## config.mk

```make
export PLATFORM = sky130hd
export DESIGN_NAME = risc8_uart_io
export DESIGN_NICKNAME = d
export VERILOG_FILES = /design/src/rtl/risc8_uart_io.sv
export SDC_FILE = /design/constraint.sdc
export NUM_CORES = 1
export LEC_CHECK = 0
export BUFFER_PORTS_ARGS = -buffer_cell sky130_fd_sc_hd__buf_2
export CAP_MARGIN = 5
export CORE_MARGIN = 8
export CORE_UTILIZATION = 45
export DETAILED_ROUTE_END_ITERATION = 12
export GPL_ROUTABILITY_DRIVEN = 0
export PLACE_DENSITY_LB_ADDON = 0.1
export SETUP_SLACK_MARGIN = 0.1
export SLEW_MARGIN = 10
export SYNTH_ARGS = -nofsm -noshare
export SYNTH_HDL_FRONTEND = slang
export SYNTH_SLANG_ARGS = --single-unit
```

## constraint.sdc

```tcl
create_clock -name clk -period 2.65 [get_ports clk]
set_input_delay 0.3975 -clock clk [delete_from_list [all_inputs] [get_ports clk]]
set_output_delay 0.3975 -clock clk [all_outputs]
set_load 0.005 [all_outputs]
```

## src/rtl/risc8_uart_io.sv

```systemverilog
// rtl/risc8_uart_io.sv - IO-mapped UART with TX/RX FIFOs, baud divisor, sticky errors and irq
// Optional RX path (synchroniser, receiver, RX FIFO) is built when RISC8_UART_RX_EN is defined.
module risc8_uart_io #(
  parameter logic [6:0] BASE       = 7'h2C,
  parameter int         DEPTH_LOG2 = 3,
  parameter int         DIVW       = 16,
  parameter int         BAUD_RESET = 51
) (
  input  logic       clk,
  input  logic       reset_n,
  input  logic [6:0] io_addr,
  input  logic       io_wen,
  input  logic       io_ren,
  input  logic [7:0] io_wdata,
  output logic [7:0] io_rdata,
  output logic       io_hit,
  output logic       irq,
  output logic       serial_tx,
  input  logic       serial_rx
);
  localparam int DEPTH = 1 << DEPTH_LOG2;
  localparam int PW    = DEPTH_LOG2 + 1;
`ifdef RISC8_UART_RX_EN
  localparam logic RX_PRESENT = 1'b1;
`else
  localparam logic RX_PRESENT = 1'b0;
`endif

  logic [7:0]      off;
  logic            in_win, acc_w, acc_r;
  logic            wr_data, wr_stat, wr_lo, wr_hi, wr_ctrl;
  logic [7:0]      io_rdata_q, rdata_mux, status, baud_hi, rx_rdata;
  logic            io_hit_q, tx_drop_q;
  logic [DIVW-1:0] div_q;
  logic [2:0]      ctrl_q;
  logic            rx_ne, rx_full, frame_err, rx_overrun;

  assign off     = {1'b0, io_addr} - {1'b0, BASE};
  assign in_win  = (io_addr >= BASE) && (off < 8'd5);
  assign acc_w   = io_wen & in_win;
  assign acc_r   = io_ren & in_win;
  assign wr_data = acc_w && (off[2:0] == 3'd0);
  assign wr_stat = acc_w && (off[2:0] == 3'd1);
  assign wr_lo   = acc_w && (off[2:0] == 3'd2);
  assign wr_hi   = acc_w && (off[2:0] == 3'd3);
  assign wr_ctrl = acc_w && (off[2:0] == 3'd4);

  // TX FIFO and shifter
  logic [7:0]      tx_mem [DEPTH];
  logic [PW-1:0]   tx_wr_q, tx_rd_q;
  logic            tx_empty, tx_full, tx_push, tx_pop, tx_drop_set, tx_idle;
  logic            tx_busy_q, tx_q;
  logic [8:0]      tx_sh_q;
  logic [3:0]      tx_bit_q;
  logic [DIVW-1:0] tx_cnt_q;

  assign tx_empty    = (tx_wr_q == tx_rd_q);
  assign tx_full     = (tx_wr_q[DEPTH_LOG2-1:0] == tx_rd_q[DEPTH_LOG2-1:0]) &&
                       (tx_wr_q[PW-1] != tx_rd_q[PW-1]);
  // The shifter pops either when idle or exactly at the end of a stop bit, so frames abut.
  assign tx_pop      = !tx_empty && (!tx_busy_q || ((tx_cnt_q == '0) && (tx_bit_q == 4'd9)));
  assign tx_push     = wr_data && (!tx_full || tx_pop);
  assign tx_drop_set = wr_data && tx_full && !tx_pop;
  assign tx_idle     = tx_empty && !tx_busy_q;

  always_ff @(posedge clk) begin
    if (tx_push) tx_mem[tx_wr_q[DEPTH_LOG2-1:0]] <= io_wdata;
  end

  always_ff @(posedge clk or negedge reset_n) begin
    if (!reset_n) begin
      tx_busy_q <= 1'b0;
      tx_q      <= 1'b1;
      tx_sh_q   <= '1;
      tx_bit_q  <= '0;
      tx_cnt_q  <= '0;
      tx_rd_q   <= '0;
    end else if (tx_pop) begin
      tx_rd_q   <= tx_rd_q + 1'b1;
      tx_busy_q <= 1'b1;
      tx_q      <= 1'b0;
      tx_sh_q   <= {1'b1, tx_mem[tx_rd_q[DEPTH_LOG2-1:0]]};
      tx_bit_q  <= '0;
      tx_cnt_q  <= div_q;
    end else if (tx_busy_q) begin
      if (tx_cnt_q != '0) begin
        tx_cnt_q <= tx_cnt_q - 1'b1;
      end else if (tx_bit_q == 4'd9) begin
        tx_busy_q <= 1'b0;
        tx_q      <= 1'b1;
      end else begin
        tx_cnt_q <= div_q;
        tx_q     <= tx_sh_q[0];
        tx_sh_q  <= {1'b1, tx_sh_q[8:1]};
        tx_bit_q <= tx_bit_q + 1'b1;
      end
    end
  end

`ifdef RISC8_UART_RX_EN
  typedef enum logic [1:0] {RX_IDLE, RX_START, RX_DATA, RX_STOP} rx_state_e;
  rx_state_e       rx_state_q;
  logic            rx_s1_q, rx_s2_q, rx_s3_q, frame_err_q, rx_overrun_q;
  logic [7:0]      rx_sh_q;
  logic [2:0]      rx_bit_q;
  logic [DIVW-1:0] rx_cnt_q, rx_half, rx_half_load;
  logic [DIVW:0]   div_p1;
  logic [7:0]      rx_mem [DEPTH];
  logic [PW-1:0]   rx_wr_q, rx_rd_q;
  logic            rx_empty, rx_pop, rx_push, rx_done;

  assign div_p1       = {1'b0, div_q} + 1'b1;
  assign rx_half      = div_p1[DIVW:1];
  // The synchroniser already delays the edge by one clock, so the countdown starts one short.
  assign rx_half_load = (rx_half == '0) ? '0 : rx_half - 1'b1;
  assign rx_empty     = (rx_wr_q == rx_rd_q);
  assign rx_full      = (rx_wr_q[DEPTH_LOG2-1:0] == rx_rd_q[DEPTH_LOG2-1:0]) &&
                        (rx_wr_q[PW-1] != rx_rd_q[PW-1]);
  assign rx_ne        = !rx_empty;
  assign rx_pop       = acc_r && (off[2:0] == 3'd0) && !rx_empty;
  assign rx_done      = (rx_state_q == RX_STOP) && (rx_cnt_q == '0);
  assign rx_push      = rx_done && rx_s2_q && (!rx_full || rx_pop);
  assign rx_rdata     = rx_empty ? 8'h00 : rx_mem[rx_rd_q[DEPTH_LOG2-1:0]];
  assign frame_err    = frame_err_q;
  assign rx_overrun   = rx_overrun_q;

  always_ff @(posedge clk) begin
    if (rx_push) rx_mem[rx_wr_q[DEPTH_LOG2-1:0]] <= rx_sh_q;
  end

  always_ff @(posedge clk or negedge reset_n) begin
    if (!reset_n) begin
      rx_s1_q      <= 1'b1;
      rx_s2_q      <= 1'b1;
      rx_s3_q      <= 1'b1;
      rx_state_q   <= RX_IDLE;
      rx_sh_q      <= '0;
      rx_bit_q     <= '0;
      rx_cnt_q     <= '0;
      rx_wr_q      <= '0;
      rx_rd_q      <= '0;
      frame_err_q  <= 1'b0;
      rx_overrun_q <= 1'b0;
    end else begin
      rx_s1_q <= serial_rx;
      rx_s2_q <= rx_s1_q;
      rx_s3_q <= rx_s2_q;
      if (rx_push) rx_wr_q <= rx_wr_q + 1'b1;
      if (rx_pop)  rx_rd_q <= rx_rd_q + 1'b1;
      if (rx_done && !rx_s2_q)                 frame_err_q <= 1'b1;
      else if (wr_stat && io_wdata[4])         frame_err_q <= 1'b0;
      if (rx_done && rx_s2_q && rx_full && !rx_pop) rx_overrun_q <= 1'b1;
      else if (wr_stat && io_wdata[5])         rx_overrun_q <= 1'b0;
      case (rx_state_q)
        RX_IDLE: if (rx_s3_q && !rx_s2_q) begin
          rx_state_q <= RX_START;
          rx_cnt_q   <= rx_half_load;
        end
        RX_START: if (rx_cnt_q != '0) rx_cnt_q <= rx_cnt_q - 1'b1;
          else if (rx_s2_q) rx_state_q <= RX_IDLE;
          else begin
            rx_state_q <= RX_DATA;
            rx_cnt_q   <= div_q;
            rx_bit_q   <= '0;
          end
        RX_DATA: if (rx_cnt_q != '0) rx_cnt_q <= rx_cnt_q - 1'b1;
          else begin
            rx_sh_q  <= {rx_s2_q, rx_sh_q[7:1]};
            rx_bit_q <= rx_bit_q + 1'b1;
            rx_cnt_q <= div_q;
            if (rx_bit_q == 3'd7) rx_state_q <= RX_STOP;
          end
        default: if (rx_cnt_q != '0) rx_cnt_q <= rx_cnt_q - 1'b1;
          else rx_state_q <= RX_IDLE;
      endcase
    end
  end
`else
  logic unused_rx;
  assign unused_rx  = serial_rx;
  assign rx_ne      = 1'b0;
  assign rx_full    = 1'b0;
  assign frame_err  = 1'b0;
  assign rx_overrun = 1'b0;
  assign rx_rdata   = 8'h00;
`endif

  assign status = {1'b0, tx_drop_q, rx_overrun, frame_err, rx_full, rx_ne, tx_idle, !tx_full};

  always_comb begin
    baud_hi = 8'h00;
    baud_hi[DIVW-9:0] = div_q[DIVW-1:8];
  end

  always_comb begin
    rdata_mux = 8'h00;
    case (off[2:0])
      3'd0:    rdata_mux = rx_rdata;
      3'd1:    rdata_mux = status;
      3'd2:    rdata_mux = div_q[7:0];
      3'd3:    rdata_mux = baud_hi;
      3'd4:    rdata_mux = {5'b00000, ctrl_q};
      default: rdata_mux = 8'h00;
    endcase
  end

  always_ff @(posedge clk or negedge reset_n) begin
    if (!reset_n) begin
      io_rdata_q <= 8'h00;
      io_hit_q   <= 1'b0;
      div_q      <= DIVW'(BAUD_RESET);
      ctrl_q     <= 3'b000;
      tx_drop_q  <= 1'b0;
      tx_wr_q    <= '0;
    end else begin
      io_hit_q <= acc_w | acc_r;
      if (acc_r)   io_rdata_q <= rdata_mux;
      if (wr_lo)   div_q[7:0] <= io_wdata;
      if (wr_hi)   div_q[DIVW-1:8] <= io_wdata[DIVW-9:0];
      if (wr_ctrl) ctrl_q <= {io_wdata[2:1], io_wdata[0] & RX_PRESENT};
      if (tx_drop_set)                 tx_drop_q <= 1'b1;
      else if (wr_stat && io_wdata[6]) tx_drop_q <= 1'b0;
      if (tx_push) tx_wr_q <= tx_wr_q + 1'b1;
    end
  end

  assign io_rdata  = io_rdata_q;
  assign io_hit    = io_hit_q;
  assign serial_tx = tx_q;
  assign irq       = (ctrl_q[0] & rx_ne) | (ctrl_q[1] & tx_idle) |
                     (ctrl_q[2] & (frame_err | rx_overrun));
endmodule

```

* Yosys cells after proc, flatten, opt, wreduce, memory -nomap -nowiden
Memories as Yosys holds them, arrays and structs flattened. Index checks and enable logic that the tools add are counted.
Operators by class: add/subtract/negate cells 5, multipliers 0, div/mod/pow operators 0, magnitude comparators 2, equality and inequality tests 11, shift operators 0, muxes and demuxes 25, bitwise logic cells 4, reductions and logical operators 28
Operators by type and width (count):
- two-way mux 16 bit | 4
- two-way mux 9 bit | 4
- one-hot mux 8 bit (4 select lines) | 1
- logical NOT 16 bit | 1
- two-way mux 4 bit | 4
- nonzero test 16 bit | 1
- subtractor 16 x 1 -> 16 bit, second input constant | 1
- logical AND 1 bit | 14
- adder 4 x 1 -> 4 bit, second input constant | 3
- two-way mux 1 bit | 12
- less-than comparator 8 x 3 -> 1 bit, second input constant | 1
- subtractor 7 x 6 -> 8 bit, second input constant | 1
- >= comparator 7 x 6 -> 1 bit, second input constant | 1
- equality test 3 x 2 -> 1 bit, second input constant | 2
- equality test 4 bit | 1
- equality test 4 bit, second input constant | 1
- logical NOT 1 bit | 4
- != test 2 bit, second input constant | 2
- AND reduction 2 bit | 2
- nonzero test 2 bit | 2
- bitwise AND 1 bit | 3
- equality test 3 x 1 -> 1 bit, second input constant | 1
- equality test 3 bit | 1
- equality test 3 bit, second input constant | 1
- other kinds (6) | 7
Storage, ports and cells: register bits 67, latch bits 0, memory bits (writable) 64, ROM bits 0, input bits 20, output and inout port bits 11, word-level logic and storage cells 89, memories 1
Memories:
- tx_mem | words 8, bits a word 8, read ports 1, clocked after Yosys merged registers in 0, wr ports 1, line 49 | logic [7:0] tx_mem [DEPTH];

* Depth between registers and ports, before layout
Gate-level depths: netlist of the first run.
word-level depth 8, gate-level depth with buffers 9, gate-level depth less buffers 8

* Least setup slack after synthesis of the first run
OpenSTA, ideal clock, no wires.
kind input -> register, start in io_addr[2], end mem tx_mem[4][0] (enable), data arrival time 2.671 ns, required time 2.255 ns, slack -0.416 ns, stages on the path 8, buffers on the path 2, path through buf_2 > inv_1 > ha_1 > o21bai_1 > a211oi_1 > and3_1 > buf_2 > nor4bb_1
Between the ends: longest elaborated chain between the ends 8
Ends and longest elaborated chain:
- from (decl) | line 11 | input logic [6:0] io_addr,
- subtractor 7 x 6 -> 8 bit | line 38 | assign off = {1'b0, io_addr} - {1'b0, BASE};
- less-than comparator 8 x 3 -> 1 bit | line 39 | assign in_win = (io_addr >= BASE) && (off < 8'd5);
- logical AND 1 bit | line 39
- bitwise AND 1 bit | line 40 | assign acc_w = io_wen & in_win;
- logical AND 1 bit (*) | line 42 | assign wr_data = acc_w && (off[2:0] == 3'd0);
- logical AND 1 bit (*) | line 62 | assign tx_push = wr_data && (!tx_full || tx_pop);
- two-way mux 1 bit (*) | line 67 | if (tx_push) tx_mem[tx_wr_q[DEPTH_LOG2-1:0]] <= io_wdata;
- two-way mux 1 bit (not written as such) (*) | line 67
- to (decl) | line 49
Every way passes the cells marked *; elsewhere a longest branch is shown, timed or not.

* Worst setup path after layout of the first run
start reg tx_cnt_q[9], end mem tx_mem[4][2] (enable)
Between the ends: longest elaborated chain between the ends 8
Ends and longest elaborated chain:
- from (decl) | line 55 | logic [DIVW-1:0] tx_cnt_q;
- from (signal assigned) | line 84 | tx_cnt_q <= div_q;
- from (signal assigned) | line 87 | tx_cnt_q <= tx_cnt_q - 1'b1;
- from (signal assigned) | line 92 | tx_cnt_q <= div_q;
- logical NOT 16 bit | line 61 | assign tx_pop = !tx_empty && (!tx_busy_q || ((tx_cnt_q == '0) && (tx_bit_q == 4'd9)));
- logical AND 1 bit | line 61
- logical OR 1 bit | line 61
- logical AND 1 bit | line 61
- logical OR 1 bit | line 62
- logical AND 1 bit | line 62
- two-way mux 1 bit | line 67
- two-way mux 1 bit (not written as such) | line 67
No other way between the ends.

==> flow_summary_export.csv, run 1 <==
group,metric,value,unit
outcome,status,"finished, final reports clean",
grt,grt_pass1_wl,24100,um
setup_path,arrival,2560,ps
synthesis,synth_edf_count,64,
synthesis,synth_nets,491,
floorplan,io_pins,31,
pwr,leakagePower,3.05,nW
place,hpwl,10200,um
clocking,clock_sinks,130,
setup_path,cp-end-kind,"flop",
synthesis,synth_ff_type,"edfxtp_1",
floorplan,core-area,13300,um^2
clocking,clk_pin_slew,60,ps
detailed_routing,dr.pass1.iters,5,
clocking,cts_tree,"built",
sta,skew,8.42,ps
pwr,combPwrFrac,20.3,%
synthesis,syn_area,6140,um^2
clocking,cts_hold_buf,0,
detailed_routing,ant_nets,0,
setup_path,crit_type,"flop to flop",
sta,min_period,2440,ps
detailed_routing,vias,4219,
sta,tightestPinTransition,658,ps
floorplan,die_w,133,um
sta,max_freq,410,MHz
clocking,cts-root-buf,"clkbuf_16",
cells_and_area,finalNetCount,563,
clocking,cts_inserted_buffers,17,
setup_path,cp_slowest_cell,"dfrtp_1",
pwr,ir_drop,538,uV
sta,final_max_slew_viol_count,0,
grt,antenna_found_initial,0,
synthesis,synth_cell_type_count,71,
cells_and_area,antenna_cells,0,
floorplan,die_h,133,um
setup_path,crit_cells,7,
detailed_routing,routedWlPerCell,20.4,um
cells_and_area,fillCellCount,1086,
grt,grt_usage,17.6,%
synthesis,syn_area_per_cell,13.2,um^2
pwr,clkPwrFrac,39.2,%
pwr,total_power,6.37,mW
synthesis,async_flop_share,50.8,%
synthesis,yosys_warnings,0,
grt,grt.overflow.total,0,
pwr,power.share.switching,28.4,%
cells_and_area,layout-drive-gt1-share,31.5,%
place,port_buffers,29,
sta,hold_viol_final,0,
floorplan,die_area,17700,um^2
detailed_routing,via_per_inst,5.82,
clocking,cts_max_level,4,
sta,slew_headroom,56.1,%
clocking,clk_latency,420,ps
flow_run,maxCapViolCount,0,
synthesis,ys_ff_latch,130,
pwr,power.density,850,nW/um^2
pwr,switching_power,1.81,mW
setup_path,crit_top_cell,"buf_4",
cells_and_area,area_growth,21.8,%
sta,min_period_over_period,92.1,%
clocking,cts_buffer_depth,2,
setup_path,cp_max_fo,9,
setup_path,crit_buf_inv,2,
grt,grt_pass1_vias,4338,
setup_path,required,2770,ps
sta,setup_tns,0,ps
floorplan,rows,42,
synthesis,yosysSeqAreaShare,58.4,%
place,dpl_worst_slack,6.02,ps
hold_path,hold_path_class,"input pin to async pin",
setup_path,cp_top_family,"simple AND/OR/NAND/NOR gates",
sta,fin_ws,209,ps
grt,grt_max_degree,29,
sta,final-setup-viol-count,0,
detailed_routing,wl,14800,um
pwr,power.internal,4.56,mW
setup_path,reg2reg_depth,7,
sta,rsz0062_at_grt,"no",
setup_path,crit_path_max_incr_delay,440,ps
detailed_routing,drt_iter0_drc,390,
synthesis,syn_inst,464,
setup_path,path_cells,"nor4_2 -> buf_4 -> nand4_1 -> o211ai_2 -> and3_2 -> nor4bb_4 -> buf_4",
detailed_routing,drcViolationCount,0,
floorplan,initial_core_util,46.2,%
pwr,pwr-share-seq,40.5,%
setup_path,start_kind,"flop",
-- layout make-up --
class | instances | area (um^2) | share of cell area [%]
Sequential cell | 130 | 3590 | 48.0
Multi-Input combinational cell | 298 | 2440 | 32.6
Timing Repair Buffer | 76 | 561 | 7.49
Clock buffer | 17 | 425 | 5.68
Tap cell | 176 | 220 | 2.94
Clock inverter | 15 | 203 | 2.71
Inverter | 13 | 48.8 | 0.652
-- power by group through the flow --
stage / Combinational (mW) / Clock (mW) / Sequential, mW
finish: 1.29 / 2.49 / 2.58
global route: 1.43 / 2.60 / 2.61
CTS: 1.30 / 2.52 / 2.57
detailed placement: 1.29 / 0 / 2.59
global placement: 1.27 / 0 / 2.59
floorplan: 0.852 / 0 / 2.58
-- layout by cell type (no fill, tap or decap), types with 4 or more instances in the layout --
| master | instances |
|---|---|
| bufinv_16 | 4 |
| xor2_1 | 9 |
| buf_12 | 5 |
| mux2_2 | 20 |
| o32ai_1 | 8 |
| dfstp_2 | 13 |
| a22oi_1 | 4 |
| xnor2_1 | 4 |
| ha_1 | 7 |
| nand3_1 | 13 |
| a21oi_1 | 20 |
| and3_1 | 6 |
| inv_1 | 12 |
| nor4_1 | 4 |
| o21ai_0 | 20 |
| mux2i_1 | 18 |
| nand4_1 | 5 |
| buf_2 | 29 |
| mux4_2 | 16 |
| dfrtp_1 | 53 |
| a31oi_1 | 9 |
| and4b_1 | 4 |
| buf_4 | 42 |
| nor2_1 | 18 |
| nor3_1 | 6 |
| edfxtp_1 | 64 |
| nand2_1 | 30 |
| o31ai_1 | 9 |
| clkbuf_16 | 17 |
-- per-layer routing --
metal	global-route usage, %	vias up	wire length [um]
met4	5.62	0	179
met2	27.1	126	7010
met5	0	-	0
met3	4.81	18	598
met1	23.7	2111	6980
li1	-	1964	-
-- kinds of logic (layout without fill, tap and decap cells) --
group,after synthesis,in the layout,synth area share [%]
AO/OA/AOI/OAI,99,99,11.1
XOR/XNOR,13,13,1.85
adder cells (fa/ha/maj),7,7,1.43
buffers and inverters,36,121,2.67
flip-flops,130,130,58.4
multiplexers,57,57,13.0
AND/OR/NAND/NOR,122,122,11.5
-- per-stage QoR --
stage | std cells | instance area [um^2] | utilization, % | hold slack (ps)
after floorplan | 464 | 6160 | - | 102
after global placement | 692 | 6820 | 51.3 | 458
after detailed placement | 692 | 6820 | 51.3 | 459
after CTS | 724 | 7460 | 56.1 | 15.0
after global routing | 725 | 7480 | 56.3 | 47.1
final | 725 | 7480 | 56.3 | 8.64
-- timing repair --
| item | 4_1_cts | 5_1_grt |
|---|---|---|
| endpoints found under the setup margin | 16 | 48 |
| buffers inserted | 0 | 1 |
| resized for setup | 2 | 3 |
-- synth_stat cells, types with 3 or more instances --
cell | number | share of area [%]
a211oi_1 | 4 | 0.49
a21oi_1 | 20 | 1.6
a22oi_1 | 4 | 0.49
a31oi_1 | 9 | 0.92
and3_1 | 7 | 0.71
and4b_1 | 4 | 0.65
buf_2 | 10 | 0.81
clkbuf_1 | 9 | 0.55
dfrtp_1 | 53 | 22
dfstp_2 | 13 | 5.6
edfxtp_1 | 64 | 31
ha_1 | 7 | 1.4
inv_1 | 12 | 0.73
mux2_1 | 3 | 0.55
mux2_2 | 20 | 3.7
mux2i_1 | 18 | 2.9
mux4_2 | 16 | 5.9
nand2_1 | 30 | 1.8
nand2b_1 | 3 | 0.31
nand3_1 | 13 | 1.1
nand4_1 | 5 | 0.51
nor2_1 | 18 | 1.1
nor3_1 | 6 | 0.49
nor4_1 | 6 | 0.61
o211ai_1 | 3 | 0.37
o21ai_0 | 20 | 1.6
o22ai_1 | 3 | 0.31
o31ai_1 | 9 | 1.1
o32ai_1 | 8 | 1.1
or4_1 | 3 | 0.37
xnor2_1 | 4 | 0.57
xor2_1 | 9 | 1.3
-- flip-flops by register name (all words and copies together) (netlist names), 4 cells and up --
name	flops
tx_mem	64
tx_bit_q	4
tx_rd_q	4
div_q	16
tx_sh_q	8
io_rdata	8
tx_wr_q	4
tx_cnt_q	16
-- worst paths after layout --
kind / from / slack (ps) / end
max: tx_cnt_q[9] / 210 / tx_mem[4][2]
min: reset_n / 9 / tx_bit_q[1]
max reg2reg: tx_cnt_q[9] / 210 / tx_mem[4][2]
min reg2reg: io_rdata[3] / 470 / io_rdata[3]
max in group asynchronous: reset_n / 1810 / div_q[1]
min in group clk: io_ren / 260 / io_hit
Power figures use the tool's default switching activity.
==> run 2: changes to the inputs <==
REMOVE_ABC_BUFFERS = 1   (was default)
==> run 2 against run 1 <==
The run now ends with negative hold slack left. First-iteration DRC count is 20% lower. Clock-buffer cell count up 2. Setup slack lost 17 ps. Cell area decreased by 1.0%. Sequential power about the same.
==> flow_summary_export.csv, run 2 (synthesis gave the netlist of run 1 again) <==
group,metric,value,unit
place,placed_area,6830,um^2
detailed_routing,routedWlPerCell,20.1,um
pwr,clkPwrFrac,35.8,%
cells_and_area,area_growth,20.6,%
sta,max_freq,407,MHz
detailed_routing,wl,14600,um
detailed_routing,dr.pass1.iters,5,
setup_path,crit_type,"flop to flop",
floorplan,die_w,133,um
sta,min_period_over_period,92.7,%
clocking,cts_max_level,4,
cells_and_area,stdcell_area,7410,um^2
cells_and_area,layout_commonest_cell,"edfxtp_1",
sta,rsz0062_at_grt,"yes",
cells_and_area,finalNetCount,565,
floorplan,initial_core_util,46.2,%
sta,final-setup-viol-count,0,
cells_and_area,mostFrequentLayoutCells,"64 x edfxtp_1, 53 x dfrtp_1, 44 x buf_4",
grt,grt_max_degree,43,
pwr,combPwrFrac,21.8,%
setup_path,required,2770,ps
floorplan,die_area,17700,um^2
grt,antenna_found_initial,0,
sta,tightestPinTransition,604,ps
setup_path,cp_max_fo,9,
outcome,violations,"negative hold slack",
detailed_routing,drcViolationCount,0,
sta,skew,6.42,ps
cells_and_area,utilization,55.7,%
clocking,clock_sinks,130,
setup_path,cp-end-kind,"flop",
setup_path,cp_slowest_cell,"dfrtp_1",
sta,final_max_slew_viol_count,0,
setup_path,crit_path_max_incr_delay,380,ps
sta,fin_ws,192,ps
pwr,ir_drop,476,uV
pwr,total_power,6.04,mW
sta,setup_tns,0,ps
clocking,cts_tree,"built",
sta,hold_viol_final,15,
pwr,switching_power,1.76,mW
cells_and_area,layout-drive-gt1-share,31.4,%
grt,grt_pass1_vias,4326,
cells_and_area,largest_reg_flops,64,
clocking,cts-root-buf,"clkbuf_16",
floorplan,io_pins,31,
clocking,cts_inserted_buffers,17,
pwr,power.density,815,nW/um^2
flow_run,maxCapViolCount,0,
floorplan,core-area,13300,um^2
pwr,leakagePower,3.03,nW
clocking,cts_buffer_depth,2,
sta,timing.hold.ws,-11.1,ps
hold_path,hold_path_class,"input pin to async pin",
setup_path,path_cells,"inv_1 -> ha_1 -> nor4b_2 -> nand4_1 -> o211ai_2 -> and3_2 -> nor4bb_1 -> buf_4",
sta,min_period,2460,ps
clocking,clk_latency,420,ps
clocking,clk_pin_slew,60,ps
detailed_routing,via_per_inst,5.78,
place,hpwl,10100,um
outcome,status,"finished, violations left",
clocking,cts_hold_buf,0,
cells_and_area,fillCellCount,1110,
grt,grt_usage,17.5,%
place,dpl_worst_slack,46.8,ps
pwr,power.share.switching,29.1,%
detailed_routing,ant_nets,0,
setup_path,start_kind,"flop",
grt,grt_pass1_wl,23900,um
detailed_routing,drt_iter0_drc,313,
place,port_buffers,29,
detailed_routing,vias,4200,
sta,slew_headroom,59.8,%
cells_and_area,antenna_cells,0,
floorplan,die_h,133,um
floorplan,rows,42,
grt,grt.overflow.total,0,
setup_path,arrival,2580,ps
pwr,pwr-share-seq,42.4,%
pwr,power.internal,4.28,mW
==> run 2: critical path, delay by kind of cell, from the launching register on <==
kind	cells	cell delay, ps
AOI/OAI and AO/OA	1	260
adders and majority gates	1	150
buffers and inverters	2	290
DFF	1	380
and+or+nand+nor	4	1080
==> run 2: routing by layer <==
metal,vias to the layer above,share of wire (%),global-route usage (%)
met1,2110,47,23.8
li1,1962,-,-
met2,108,45,25.8
met4,0,1.4,6.31
met5,-,0,0
met3,20,5.9,5.45
==> run 2: stage by stage <==
step / hold WS (ps) / std cells
2_1_floorplan: 102 / 441
3_3_place_gp: 439 / 694
3_5_place_dp: 448 / 694
4_1_cts: 3.66 / 726
5_1_grt: 19.1 / 727
6_report: -11.1 / 727
==> run 2: final timing paths <==
check                                 start      endpoint  slack (ps)  depth (start not counted)
worst max-delay path            tx_cnt_q[1]  tx_mem[4][0]         190                          8
worst min-delay path                reset_n   tx_bit_q[1]         -10                          1
worst max register to register  tx_cnt_q[1]  tx_mem[4][0]         190                          8
worst min register to register  io_rdata[5]   io_rdata[5]         480                          2
max in group asynchronous           reset_n      div_q[4]        1960                          2
min in group clk                     io_ren        io_hit         270                          3
==> run 2: layout make-up <==
class                   count  area (um^2)  share of cell area, %
clock inverters            13          110                   1.49
multi-input cells         298         2430                   32.8
flip-flops and latches    130         3590                   48.5
inverters                  13         48.8                  0.659
clock buffers              19          433                   5.84
repair buffers             78          576                   7.77
well taps                 176          220                   2.97
==> run 2: timing repair <==
item,CTS,global route
endpoints found under the setup margin,49,74
setup buffers,0,1
gates resized for setup,2,4
cloned,0,0
==> run 2: power by group through the flow <==
stage / registers [mW] / clock network, mW / logic, mW
after global placement: 2.58 / 0 / 1.30
after floorplan: 2.67 / 0 / 0.703
after detailed placement: 2.59 / 0 / 1.31
final: 2.56 / 2.16 / 1.32
after global routing: 2.59 / 2.28 / 1.46
after CTS: 2.56 / 2.19 / 1.33
==> run 3: changes to the inputs <==
ABC_AREA = 1   (was default)
==> run 3 against run 2 <==
The run still ends with negative hold slack left. Routed wire length increased by 1.9%. Setup slack improved by 58 ps. Die area is 4.5% higher. Global-route usage is 0.51 points lower.
==> flow_summary_export.csv, run 3 <==
group,metric,value,unit
sta,tightestPinTransition,488,ps
setup_path,arrival,2000,ps
synthesis,yosysSeqAreaShare,55.6,%
detailed_routing,drcViolationCount,0,
grt,grt_pass1_wl,24200,um
clocking,clk_latency,420,ps
setup_path,reg2reg_depth,11,
setup_path,start_kind,"flop",
setup_path,cp_slowest_cell,"dfrtp_2",
place,placed_area,6810,um^2
outcome,status,"finished, violations left",
setup_path,reg2reg_from,"tx_cnt_q[0]",
synthesis,ys_ff_latch,130,
floorplan,die_w,136,um
place,port_buffers,29,
setup_path,cp_max_fo,10,
cells_and_area,layout-drive-gt1-share,15.8,%
detailed_routing,ant_nets,0,
detailed_routing,dr.pass1.iters,5,
synthesis,yosysTopAreaCell,"edfxtp_1",
pwr,power.density,915,nW/um^2
pwr,total_power,6.80,mW
synthesis,synth.most_common_cell,"nand2_1",
detailed_routing,routedWlPerCell,15.2,um
sta,final_max_slew_viol_count,0,
grt,grt_max_degree,67,
sta,slew_headroom,67.3,%
cells_and_area,stdcell_area,7430,um^2
sta,max_freq,417,MHz
cells_and_area,finalNetCount,814,
setup_path,required,2250,ps
synthesis,synth_edf_count,64,
setup_path,crit_top_cell,"nor2_1",
floorplan,rows,43,
floorplan,die_h,136,um
setup_path,cp-end-kind,"output port",
cells_and_area,largest_reg_flops,64,
setup_path,cp_top_family,"simple AND/OR/NAND/NOR gates",
clocking,cts_hold_buf,0,
floorplan,die_area,18400,um^2
grt,grt.overflow.total,0,
clocking,clock_sinks,130,
cells_and_area,mostFrequentLayoutCells,"235 x nand2_1, 113 x nor2_1, 64 x edfxtp_1",
pwr,leakagePower,3.44,nW
synthesis,syn_area,6460,um^2
sta,fin_ws,250,ps
synthesis,synth_area_leaders,"edfxtp_1 30%, dfrtp_1 21%, nand2_1 14%, nor2_1 6.6%, dfstp_2 5.3%",
floorplan,core-area,13900,um^2
detailed_routing,wl,14900,um
synthesis,synth_ff_type,"edfxtp_1",
sta,setup_tns,0,ps
synthesis,yosys_warnings,0,
sta,hold_viol_final,1,
setup_path,crit_cells,7,
clocking,cts_tree,"built",
flow_run,maxCapViolCount,0,
outcome,violations,"negative hold slack",
synthesis,syn_area_per_cell,8.67,um^2
synthesis,synth_cell_type_count,37,
setup_path,rrSetupSlack,350,ps
clocking,cts-root-buf,"clkbuf_16",
clocking,cts_setup_buffers,0,
place,dpl_worst_slack,193,ps
detailed_routing,via_per_inst,5.02,
sta,final-setup-viol-count,0,
place,placed_cells,948,
setup_path,crit_buf_inv,2,
clocking,cts_inserted_buffers,17,
setup_path,crit_type,"flop to output port",
setup_path,crit_path_max_incr_delay,500,ps
clocking,clk_pin_slew,60,ps
cells_and_area,finalNonFillerCells,980,
clocking,cts_buffer_depth,2,
synthesis,synthTopCellsByCount,"235 x nand2_1, 114 x nor2_1, 64 x edfxtp_1",
cells_and_area,antenna_cells,0,
synthesis,synthDominantCellAreaShare,29.8,%
synthesis,async_flop_share,50.8,%
cells_and_area,register_area,3590,um^2
grt,grt_usage,17.0,%
sta,min_period_over_period,90.6,%
sta,skew,7.70,ps
setup_path,r2r-end,"tx_mem[5][7]",
sta,rsz0062_at_grt,"no",
floorplan,io_pins,31,
pwr,ir_drop,493,uV
cells_and_area,multi_input_area,2480,um^2
sta,min_period,2400,ps
floorplan,initial_core_util,46.4,%
detailed_routing,vias,4924,
grt,grt_pass1_vias,4598,
setup_path,path_cells,"xor2_1 -> nor2_1 -> nand2_2 -> nor2_2 -> inv_1 -> nor2_1 -> buf_2",
place,hpwl,10400,um
hold_path,hold_path_class,"input pin to async pin",
clocking,cts_max_level,4,
cells_and_area,fillCellCount,1283,
detailed_routing,drt_iter0_drc,410,
grt,antenna_found_initial,0,
cells_and_area,layout_commonest_cell,"nand2_1",
sta,timing.hold.ws,-1.44,ps
cells_and_area,area_growth,15.1,%
synthesis,syn_inst,745,
==> run 3: worst max-delay path by stage <==
stage,start,to,slack [ps]
3_5_place_dp,io_addr[2],tx_mem[5][4],190
5_1_grt,tx_wr_q[0],irq,120
2_1_floorplan,tx_rd_q[0],tx_mem[0][0],240
4_1_cts,tx_rd_q[1],irq,160
3_3_place_gp,io_addr[2],tx_mem[5][1],260
6_report,tx_rd_q[1],irq,250
==> run 3: layer usage <==
layer | GRT usage, % | up-vias | wire [um]
met5 | 0 | - | 0
met4 | 5.37 | 0 | 174
met3 | 3.73 | 14 | 754
met2 | 24.6 | 119 | 6460
met1 | 24.8 | 2290 | 7540
li1 | - | 2501 | -
==> run 3: stage by stage <==
step / hold slack, ps / util, %
floorplan: 102 / -
global placement: 451 / 48.9
detailed placement: 442 / 48.9
CTS: 3.45 / 53.3
global route: 19.8 / 53.4
finish: -1.44 / 53.4
==> run 3: cell families (layout without fill, tap and decap cells) <==
| logic type | count (synthesis) | in the layout | share of synthesized area (%) |
|---|---|---|---|
| XOR/XNOR | 11 | 11 | 1.49 |
| AND/OR/NAND/NOR | 421 | 421 | 27.9 |
| adder cells (fa/ha/maj) | 7 | 7 | 1.36 |
| buffers and inverters | 84 | 139 | 6.08 |
| flip-flops | 130 | 130 | 55.6 |
| AO/OA/AOI/OAI | 92 | 92 | 7.61 |
==> run 3: layout make-up <==
cell class | count | share of cell area (%)
clock buffers | 17 | 5.72
well taps | 180 | 3.03
flip-flops and latches | 130 | 48.3
clock inverters | 15 | 2.61
multi-input cells | 531 | 33.4
repair buffers | 46 | 3.84
inverters | 61 | 3.15
==> run 3: timing repair <==
action / 4_1_cts / 5_1_grt
resized for setup: 1 / 1
setup endpoints to repair: 1 / 1
hold endpoints to repair: 0 / 0
==> run 3: where the power goes <==
part           internal (mW)  switching, mW
registers               2.47          0.304
clock network           1.51          0.944
logic                  0.589          0.991
total                   4.56           2.24
